File: config.mk
export PLATFORM = sky130hd
export DESIGN_NAME = regfile_wb_arbiter
export DESIGN_NICKNAME = d
export VERILOG_FILES = /design/src/rtl/regfile_pkg.sv /design/src/rtl/rr_arbiter2.sv /design/src/rtl/regfile_wb_arbiter.sv
export SDC_FILE = /design/constraint.sdc
export NUM_CORES = 1
export LEC_CHECK = 0
export BUFFER_PORTS_ARGS = -buffer_cell sky130_fd_sc_hd__clkbuf_2
export CORE_UTILIZATION = 54
export CTS_CLUSTER_SIZE = 20
export DETAILED_ROUTE_END_ITERATION = 7
export GPL_ROUTABILITY_DRIVEN = 0
export PLACE_DENSITY = 0.81
export SYNTH_ARGS = -nofsm -noshare
export SYNTH_HDL_FRONTEND = slang
export SYNTH_SLANG_ARGS = --single-unit
File: constraint.sdc
create_clock -name clk -period 3.24 [get_ports clk]
set_input_delay 0.486 -clock clk [delete_from_list [all_inputs] [get_ports clk]]
set_output_delay 0.486 -clock clk [all_outputs]
set_load 0.05 [all_outputs]
File: src/rtl/regfile_pkg.sv
// regfile_pkg: shared sizes and the x0 index for the register-file writeback slice.
package regfile_pkg;
    localparam int DATA_WIDTH = 32;
    localparam int ADDR_WIDTH = 5;
    localparam int NUM_REGS = 2**ADDR_WIDTH;
    localparam logic [ADDR_WIDTH-1:0] REG_ZERO = '0;
endpackage

File: src/rtl/rr_arbiter2.sv
// rr_arbiter2: two-way round-robin arbiter; last_q records the most recent winner.
module rr_arbiter2 (
    input  logic       clk,
    input  logic       rst,
    input  logic [1:0] req,
    input  logic       advance,
    output logic [1:0] gnt
);
    logic last_q, last_d;
    always_comb gnt = (&req) ? (last_q ? 2'b01 : 2'b10) : req;
    always_comb last_d = advance ? gnt[1] : last_q;
    // Reset to source 1 so source 0 wins the first contention.
    always_ff @(posedge clk or posedge rst) begin
        if (rst) last_q <= 1'b1;
        else     last_q <= last_d;
    end
endmodule

File: src/rtl/regfile_wb_arbiter.sv
// regfile_wb_arbiter: arbitrates ALU/LSU writebacks onto the register-file write port
// and tracks in-flight destinations for RAW hazard detection.
module regfile_wb_arbiter
    import regfile_pkg::*;
(
    input  logic                  clk,
    input  logic                  rst,
    input  logic                  req0_valid_i,
    input  logic [ADDR_WIDTH-1:0] req0_rd_i,
    input  logic [DATA_WIDTH-1:0] req0_data_i,
    output logic                  req0_ready_o,
    input  logic                  req1_valid_i,
    input  logic [ADDR_WIDTH-1:0] req1_rd_i,
    input  logic [DATA_WIDTH-1:0] req1_data_i,
    output logic                  req1_ready_o,
    input  logic                  issue_valid_i,
    input  logic [ADDR_WIDTH-1:0] issue_rd_i,
    input  logic [ADDR_WIDTH-1:0] RS1_ADDR_i,
    input  logic [ADDR_WIDTH-1:0] RS2_ADDR_i,
    output logic                  hazard_o,
    output logic                  wr_en_o,
    output logic [ADDR_WIDTH-1:0] RD_ADDR_o,
    output logic [DATA_WIDTH-1:0] data_o
);
    logic [1:0]            gnt;
    logic                  xfer;
    logic [ADDR_WIDTH-1:0] sel_rd;
    logic [DATA_WIDTH-1:0] sel_data;
    logic                  wr_en_q, wr_en_d;
    logic [ADDR_WIDTH-1:0] rd_q, rd_d;
    logic [DATA_WIDTH-1:0] data_q, data_d;
    logic [NUM_REGS-1:0]   pending_q, pending_d;

    rr_arbiter2 u_arb (
        .clk     (clk),
        .rst     (rst),
        .req     ({req1_valid_i, req0_valid_i}),
        .advance (req0_valid_i | req1_valid_i),
        .gnt     (gnt)
    );

    assign req0_ready_o = gnt[0];
    assign req1_ready_o = gnt[1];
    assign xfer         = |gnt;
    assign sel_rd       = gnt[1] ? req1_rd_i : req0_rd_i;
    assign sel_data     = gnt[1] ? req1_data_i : req0_data_i;

    // Writes to x0 are accepted but never reach the register file.
    assign wr_en_d = xfer && (sel_rd != REG_ZERO);
    assign rd_d    = xfer ? sel_rd : rd_q;
    assign data_d  = xfer ? sel_data : data_q;

    // Set is applied after clear so a newer producer keeps ownership.
    always_comb begin
        pending_d = pending_q;
        if (wr_en_q) pending_d[rd_q] = 1'b0;
        if (issue_valid_i && issue_rd_i != REG_ZERO) pending_d[issue_rd_i] = 1'b1;
        pending_d[REG_ZERO] = 1'b0;
    end

    always_ff @(posedge clk or posedge rst) begin
        if (rst) begin
            wr_en_q   <= 1'b0;
            rd_q      <= '0;
            data_q    <= '0;
            pending_q <= '0;
        end else begin
            wr_en_q   <= wr_en_d;
            rd_q      <= rd_d;
            data_q    <= data_d;
            pending_q <= pending_d;
        end
    end

    assign hazard_o  = pending_q[RS1_ADDR_i] | pending_q[RS2_ADDR_i];
    assign wr_en_o   = wr_en_q;
    assign RD_ADDR_o = rd_q;
    assign data_o    = data_q;
endmodule

==> impl_metrics.csv, run 1 <==
group,metric,value,unit
clocking,cts_resized,0,
timing,skew,0.00549,ns
layout,area_growth,22.8,%
global_route,grt_pass1_wl,17.0,mm
power,leakagePower,2.14,nW
setup_path,worst-path-buf-inv,2,
setup_path,cp_slowest_cell,"mux4_1",
placed_design,dpl.hpwl,7.71,mm
clocking,cts_buffers,9,
timing,final-hold-violation-count,0,
status,status,"completed",
global_route,grt_pass1_vias,3553,
placed_design,placed_cells,600,
global_route,grt_max_degree,40,
floorplan,die_area,7530,µm²
logic_synthesis,synthDistinctLibCells,33,
flow_run,cap_violations,0,
placed_design,numPortBuffers,134,
timing,max_freq,387,MHz
timing,relSlewSlack,59.8,%
setup_path,slowest_delay,0.58,ns
floorplan,fp.dieH,86.8,µm
logic_synthesis,synth_cells,390,
timing,finalSetupViolCount,0,
floorplan,core-area,6870,µm²
floorplan,die_x,86.8,µm
power,ir_worst_vdd,382,µV
power,power_density,637,nW/µm²
setup_path,ff2ff_setup_slack,1.35,ns
clocking,cts_tree,"yes",
layout,drive_gt1_share,39.6,%
floorplan,boundaryPins,135,
detailed_routing,ant_nets,0,
setup_path,cp.arrival,2.10,ns
logic_synthesis,synthesis.nets,484,
detailed_routing,dr.pass1.iters,4,
logic_synthesis,async_flop_share,100,%
logic_synthesis,synth_area,3880,µm²
setup_path,path_cells,"clkbuf_2, mux4_1, mux2_2, a31oi_1, o2111ai_1, clkbuf_2",
setup_path,cp-startpoint,"RS2_ADDR_i[2]",
setup_path,r2r_cells,6,
timing,fin_setup_tns,0,ns
clocking,cts-root-buf,"clkbuf_8",
timing,finalMaxSlewViolations,0,
floorplan,rows,30,
timing,worst_pin_slew,0.602,ns
logic_synthesis,synth-main-ff-cell,"dfrtp_1",
floorplan,start_util,56.5,%
detailed_routing,drc_errors,0,
clocking,htree_num_levels,3,
clocking,hold_buffers,0,
setup_path,crit_cells,6,
layout,antenna_cells,0,
worst_hold_path,hp-class,"in2async",
layout,layout.nets,609,
timing,timing.final.crit_share,79.8,%
setup_path,path_max_fanout,8,
layout,final_cell_mix,"clkbuf_2, nor2_1, dfrtp_1",
clocking,clockBufferDepth,2,
detailed_routing,drt-total-wl,10.5,mm
layout,instances_no_fill,616,
clocking,cts.sinks,70,
clocking,clk_latency,0.34,ns
setup_path,cp-endpoint,"hazard_o",
logic_synthesis,ys_warn_count,0,
setup_path,worstReg2RegEnd,"wr_en_o",
setup_path,critical_path_class,"in2out",
global_route,antenna_found_initial,0,
detailed_routing,routedWlPerCell,17.1,µm
detailed_routing,viasPerCell,5.96,
timing,rsz0062_at_grt,"no",
setup_path,critPathMostFrequentCell,"clkbuf_2",
setup_path,critPathCaptureType,"output port",
logic_synthesis,yosysSeqAreaShare,45.1,%
detailed_routing,drtIter0Drc,227,
logic_synthesis,synth_edf_count,0,
detailed_routing,via_count,3670,
timing,period_minus_slack,2.58,ns
setup_path,r2r_start,"u_arb.last_q",
global_route,grt_usage,29.7,%
setup_path,path_delay_family,"multiplexers",
clocking,path_clk_slew,0.07,ns
setup_path,cp-start-kind,"input pin",
logic_synthesis,synth.avg_cell_area,9.96,µm²
global_route,grt_overflow,0,
setup_path,cp.required,2.75,ns
layout,layout_commonest_cell,"clkbuf_2",
clocking,cts_setup_buffers,0,
logic_synthesis,ys_ff_latch,70,
power by group:
part	switching (mW)	total (mW)	internal, mW
logic	0.619	1.05	0.436
clock network	0.321	0.616	0.295
registers	0.232	1.37	1.13
worst register-to-register path, delay by kind of cell, from the launching register on:
family / cells / cell delay (ns)
flip-flops: 1 / 0.54
buffers and inverters: 2 / 0.68
AO/OA/AOI/OAI: 1 / 0.26
AND/OR/NAND/NOR: 3 / 0.32
sequential cells by signal (all words and copies together), names as in the netlist:
register	flops
RD_ADDR_o	5
u_arb.last_q	1
data_o	32
wr_en_o	1
pending_q	31
metal layers:
| layer | global-route usage [%] | share of wire (%) |
|---|---|---|
| met3 | 7.71 | 8.3 |
| met5 | 0 | 0 |
| met2 | 48.2 | 50 |
| met1 | 37.2 | 39 |
| met4 | 13.9 | 2.9 |
cells by family (layout without fill, tap and decap cells):
logic type	after synthesis	after routing	synth area share (%)
buffers and inverters	30	160	3.38
AND/OR/NAND/NOR	125	125	14.9
flip-flops	70	70	45.2
multiplexers	56	56	20.8
AO/OA/AOI/OAI	109	109	15.8
final cells by class:
cell class,count,area [µm²]
clock buffers,12,145
clock inverters,4,22.5
fillers,538,2100
inverters,4,15.0
multi-input cells,290,2000
flip-flops and latches,70,1750
well taps,96,120
repair buffers,140,716
through the flow:
stage | util, % | setup slack, ns | hold slack [ns] | total power [mW] | area (µm²)
floorplan | - | 0.658 | 0.480 | 2.08 | 3880
global placement | 67.0 | 0.722 | 0.505 | 2.36 | 4600
detailed placement | 67.0 | 0.655 | 0.521 | 2.43 | 4600
CTS | 69.4 | 0.648 | 0.217 | 3.04 | 4770
global route | 69.4 | 0.550 | 0.241 | 3.22 | 4770
finish | 69.4 | 0.656 | 0.189 | 3.04 | 4770
synth_stat cells (2+ instances only):
master    number  area (µm²)
clkbuf_1      17        63.8
a21boi_0       2        15.0
mux4_1         6         158
buf_1          4        15.0
dfrtp_1       69        1730
mux2i_1        3        30.0
nor2b_1        2        12.5
mux2_2        39         439
buf_6          2        22.5
or3b_2         3        26.3
o21ai_0       63         315
nand3_1        6        30.0
nand3b_1      13        97.6
nand2_1        7        26.3
or4_1          2        15.0
mux4_2         8         180
inv_1          4        15.0
nor3_1         2        10.0
buf_2          3        15.0
or3_1          2        12.5
a311oi_1       2        17.5
o22ai_1       37         231
nor2_1        84         315
worst min path at each step:
stage / start / endpoint
6_report: rst / pending_q[25]
4_1_cts: rst / pending_q[25]
3_5_place_dp: pending_q[30] / pending_q[30]
3_3_place_gp: pending_q[9] / pending_q[9]
2_1_floorplan: pending_q[19] / pending_q[19]
5_1_grt: rst / pending_q[25]
(Power assumes the default switching activity.)
==> inputs of run 2 (changes only) <==
Settings changed: CORE_UTILIZATION 54 to 50, PLACE_DENSITY 0.81 to 0.76.
Clock period 3.24 ns to 2.55 ns, I/O delays scaled along.
==> impl_metrics.csv, run 2 (synthesis gave the netlist of run 1 again) <==
group,metric,value,unit
layout,fin_area,4840,µm²
detailed_routing,drtIter0Drc,176,
floorplan,die_area,8120,µm²
layout,final_cell_mix,"clkbuf_2, nor2_1, dfrtp_1",
power,leakagePower,2.17,nW
detailed_routing,ant_nets,0,
detailed_routing,drt-total-wl,10.7,mm
detailed_routing,drc_errors,0,
detailed_routing,dr.pass1.iters,5,
clocking,clockBufferDepth,2,
clocking,cts.sinks,70,
setup_path,cp-start-kind,"register",
clocking,cts_tree,"yes",
power,finalPower,4.05,mW
floorplan,die_x,90.1,µm
setup_path,ff2ff_setup_slack,1.09,ns
clocking,hold_buffers,0,
setup_path,critPathCaptureType,"output port",
setup_path,path_max_fanout,3,
power,power.internal,2.57,mW
clocking,clk_latency,0.34,ns
floorplan,boundaryPins,135,
global_route,grt_overflow,0,
clocking,htree_num_levels,3,
clocking,cts_buffers,9,
timing,period_minus_slack,2.45,ns
timing,finalMaxSlewViolations,0,
floorplan,rows,31,
clocking,cts_resized,0,
detailed_routing,routedWlPerCell,17.3,µm
detailed_routing,viasPerCell,5.96,
timing,finalSetupViolCount,0,
power,power_density,837,nW/µm²
placed_design,dpl-instance-area,4630,µm²
placed_design,place_worst_setup_slack,0.177,ns
timing,timing.final.crit_share,96.2,%
setup_path,worstReg2RegEnd,"pending_q[20]",
global_route,grt_pass1_wl,18.2,mm
timing,worst_pin_slew,0.609,ns
setup_path,cp.arrival,2.07,ns
global_route,grt_max_degree,45,
power,pwr-share-clk,24.3,%
global_route,grt_usage,28.0,%
layout,layout_commonest_cell,"clkbuf_2",
placed_design,dpl.hpwl,7.90,mm
layout,largest_reg_flops,32,
status,status,"completed",
setup_path,r2r_start,"RD_ADDR_o[0]",
clocking,cts_setup_buffers,0,
timing,finalWorstSetupSlack,0.0962,ns
setup_path,r2r_cells,3,
power,p_sw_share,36.4,%
layout,antenna_cells,0,
timing,relSlewSlack,59.4,%
clocking,cts-root-buf,"clkbuf_8",
power,ir_worst_vdd,397,µV
clocking,path_clk_slew,0.08,ns
floorplan,start_util,52.7,%
timing,max_freq,408,MHz
setup_path,cp.required,2.17,ns
timing,rsz0062_at_grt,"no",
power,p_comb_share,33.1,%
timing,skew,0.0106,ns
worst_hold_path,hp-class,"in2async",
layout,area_growth,24.7,%
timing,final-hold-violation-count,0,
layout,drive_gt1_share,39.7,%
detailed_routing,via_count,3694,
power,switching_power,1.48,mW
flow_run,cap_violations,0,
timing,fin_setup_tns,0,ns
power,p_seq_share,42.6,%
placed_design,numPortBuffers,134,
floorplan,fp.dieH,90.1,µm
setup_path,critical_path_class,"reg2out",
layout,layout.nets,610,
global_route,grt_pass1_vias,3739,
floorplan,core-area,7370,µm²
global_route,antenna_found_initial,0,
[run 2: worst max-delay path, cell delays in order (launching register included)]
cell and delay (ns):
dfrtp_1 0.39, mux4_1 0.51, mux2_2 0.28, a31oi_1 0.18
o2111ai_1 0.13, clkbuf_2 0.25
[run 2: metrics by stage]
stage                     std cells  util [%]  hold WS [ns]
after floorplan                 390         -         0.480
after global placement          604      62.8         0.464
after detailed placement        604      62.8         0.469
after CTS                       620      65.7         0.103
after global routing            620      65.7         0.134
final                           620      65.7        0.0907
[run 2: final cells by class]
type	instances	area (µm²)
fill	614	2530
timing repair buffer	141	736
tap	99	124
multi-input combinational	290	2000
clock buffer	12	145
clock inverter	4	70.1
sequential	70	1750
inverter	4	15.0
[run 2: worst max-delay path by stage]
stage,from,to,slack [ns],cells past startpoint
floorplan,RS1_ADDR_i[1],hazard_o,0.17,6
global placement,RS2_ADDR_i[2],hazard_o,0.23,6
detailed placement,RS2_ADDR_i[2],hazard_o,0.18,6
CTS,pending_q[22],hazard_o,0.1,5
global route,pending_q[22],hazard_o,0.006,5
finish,pending_q[30],hazard_o,0.1,5
[run 2: layer usage]
layer | vias up | track usage, % | part of all wire, %
li1 | 1691 | - | -
met3 | 17 | 6.51 | 7.6
met4 | 0 | 10.8 | 2.0
met1 | 1819 | 34.7 | 41
met5 | - | 0 | 0
met2 | 167 | 47.6 | 50
[run 2: power by group through the flow]
stage / Clock [mW] / Sequential [mW] / Combinational, mW
after floorplan: 0 / 1.90 / 0.744
after global placement: 0 / 1.71 / 1.30
after detailed placement: 0 / 1.73 / 1.34
after CTS: 0.992 / 1.71 / 1.35
after global routing: 1.05 / 1.76 / 1.46
final: 0.984 / 1.72 / 1.34
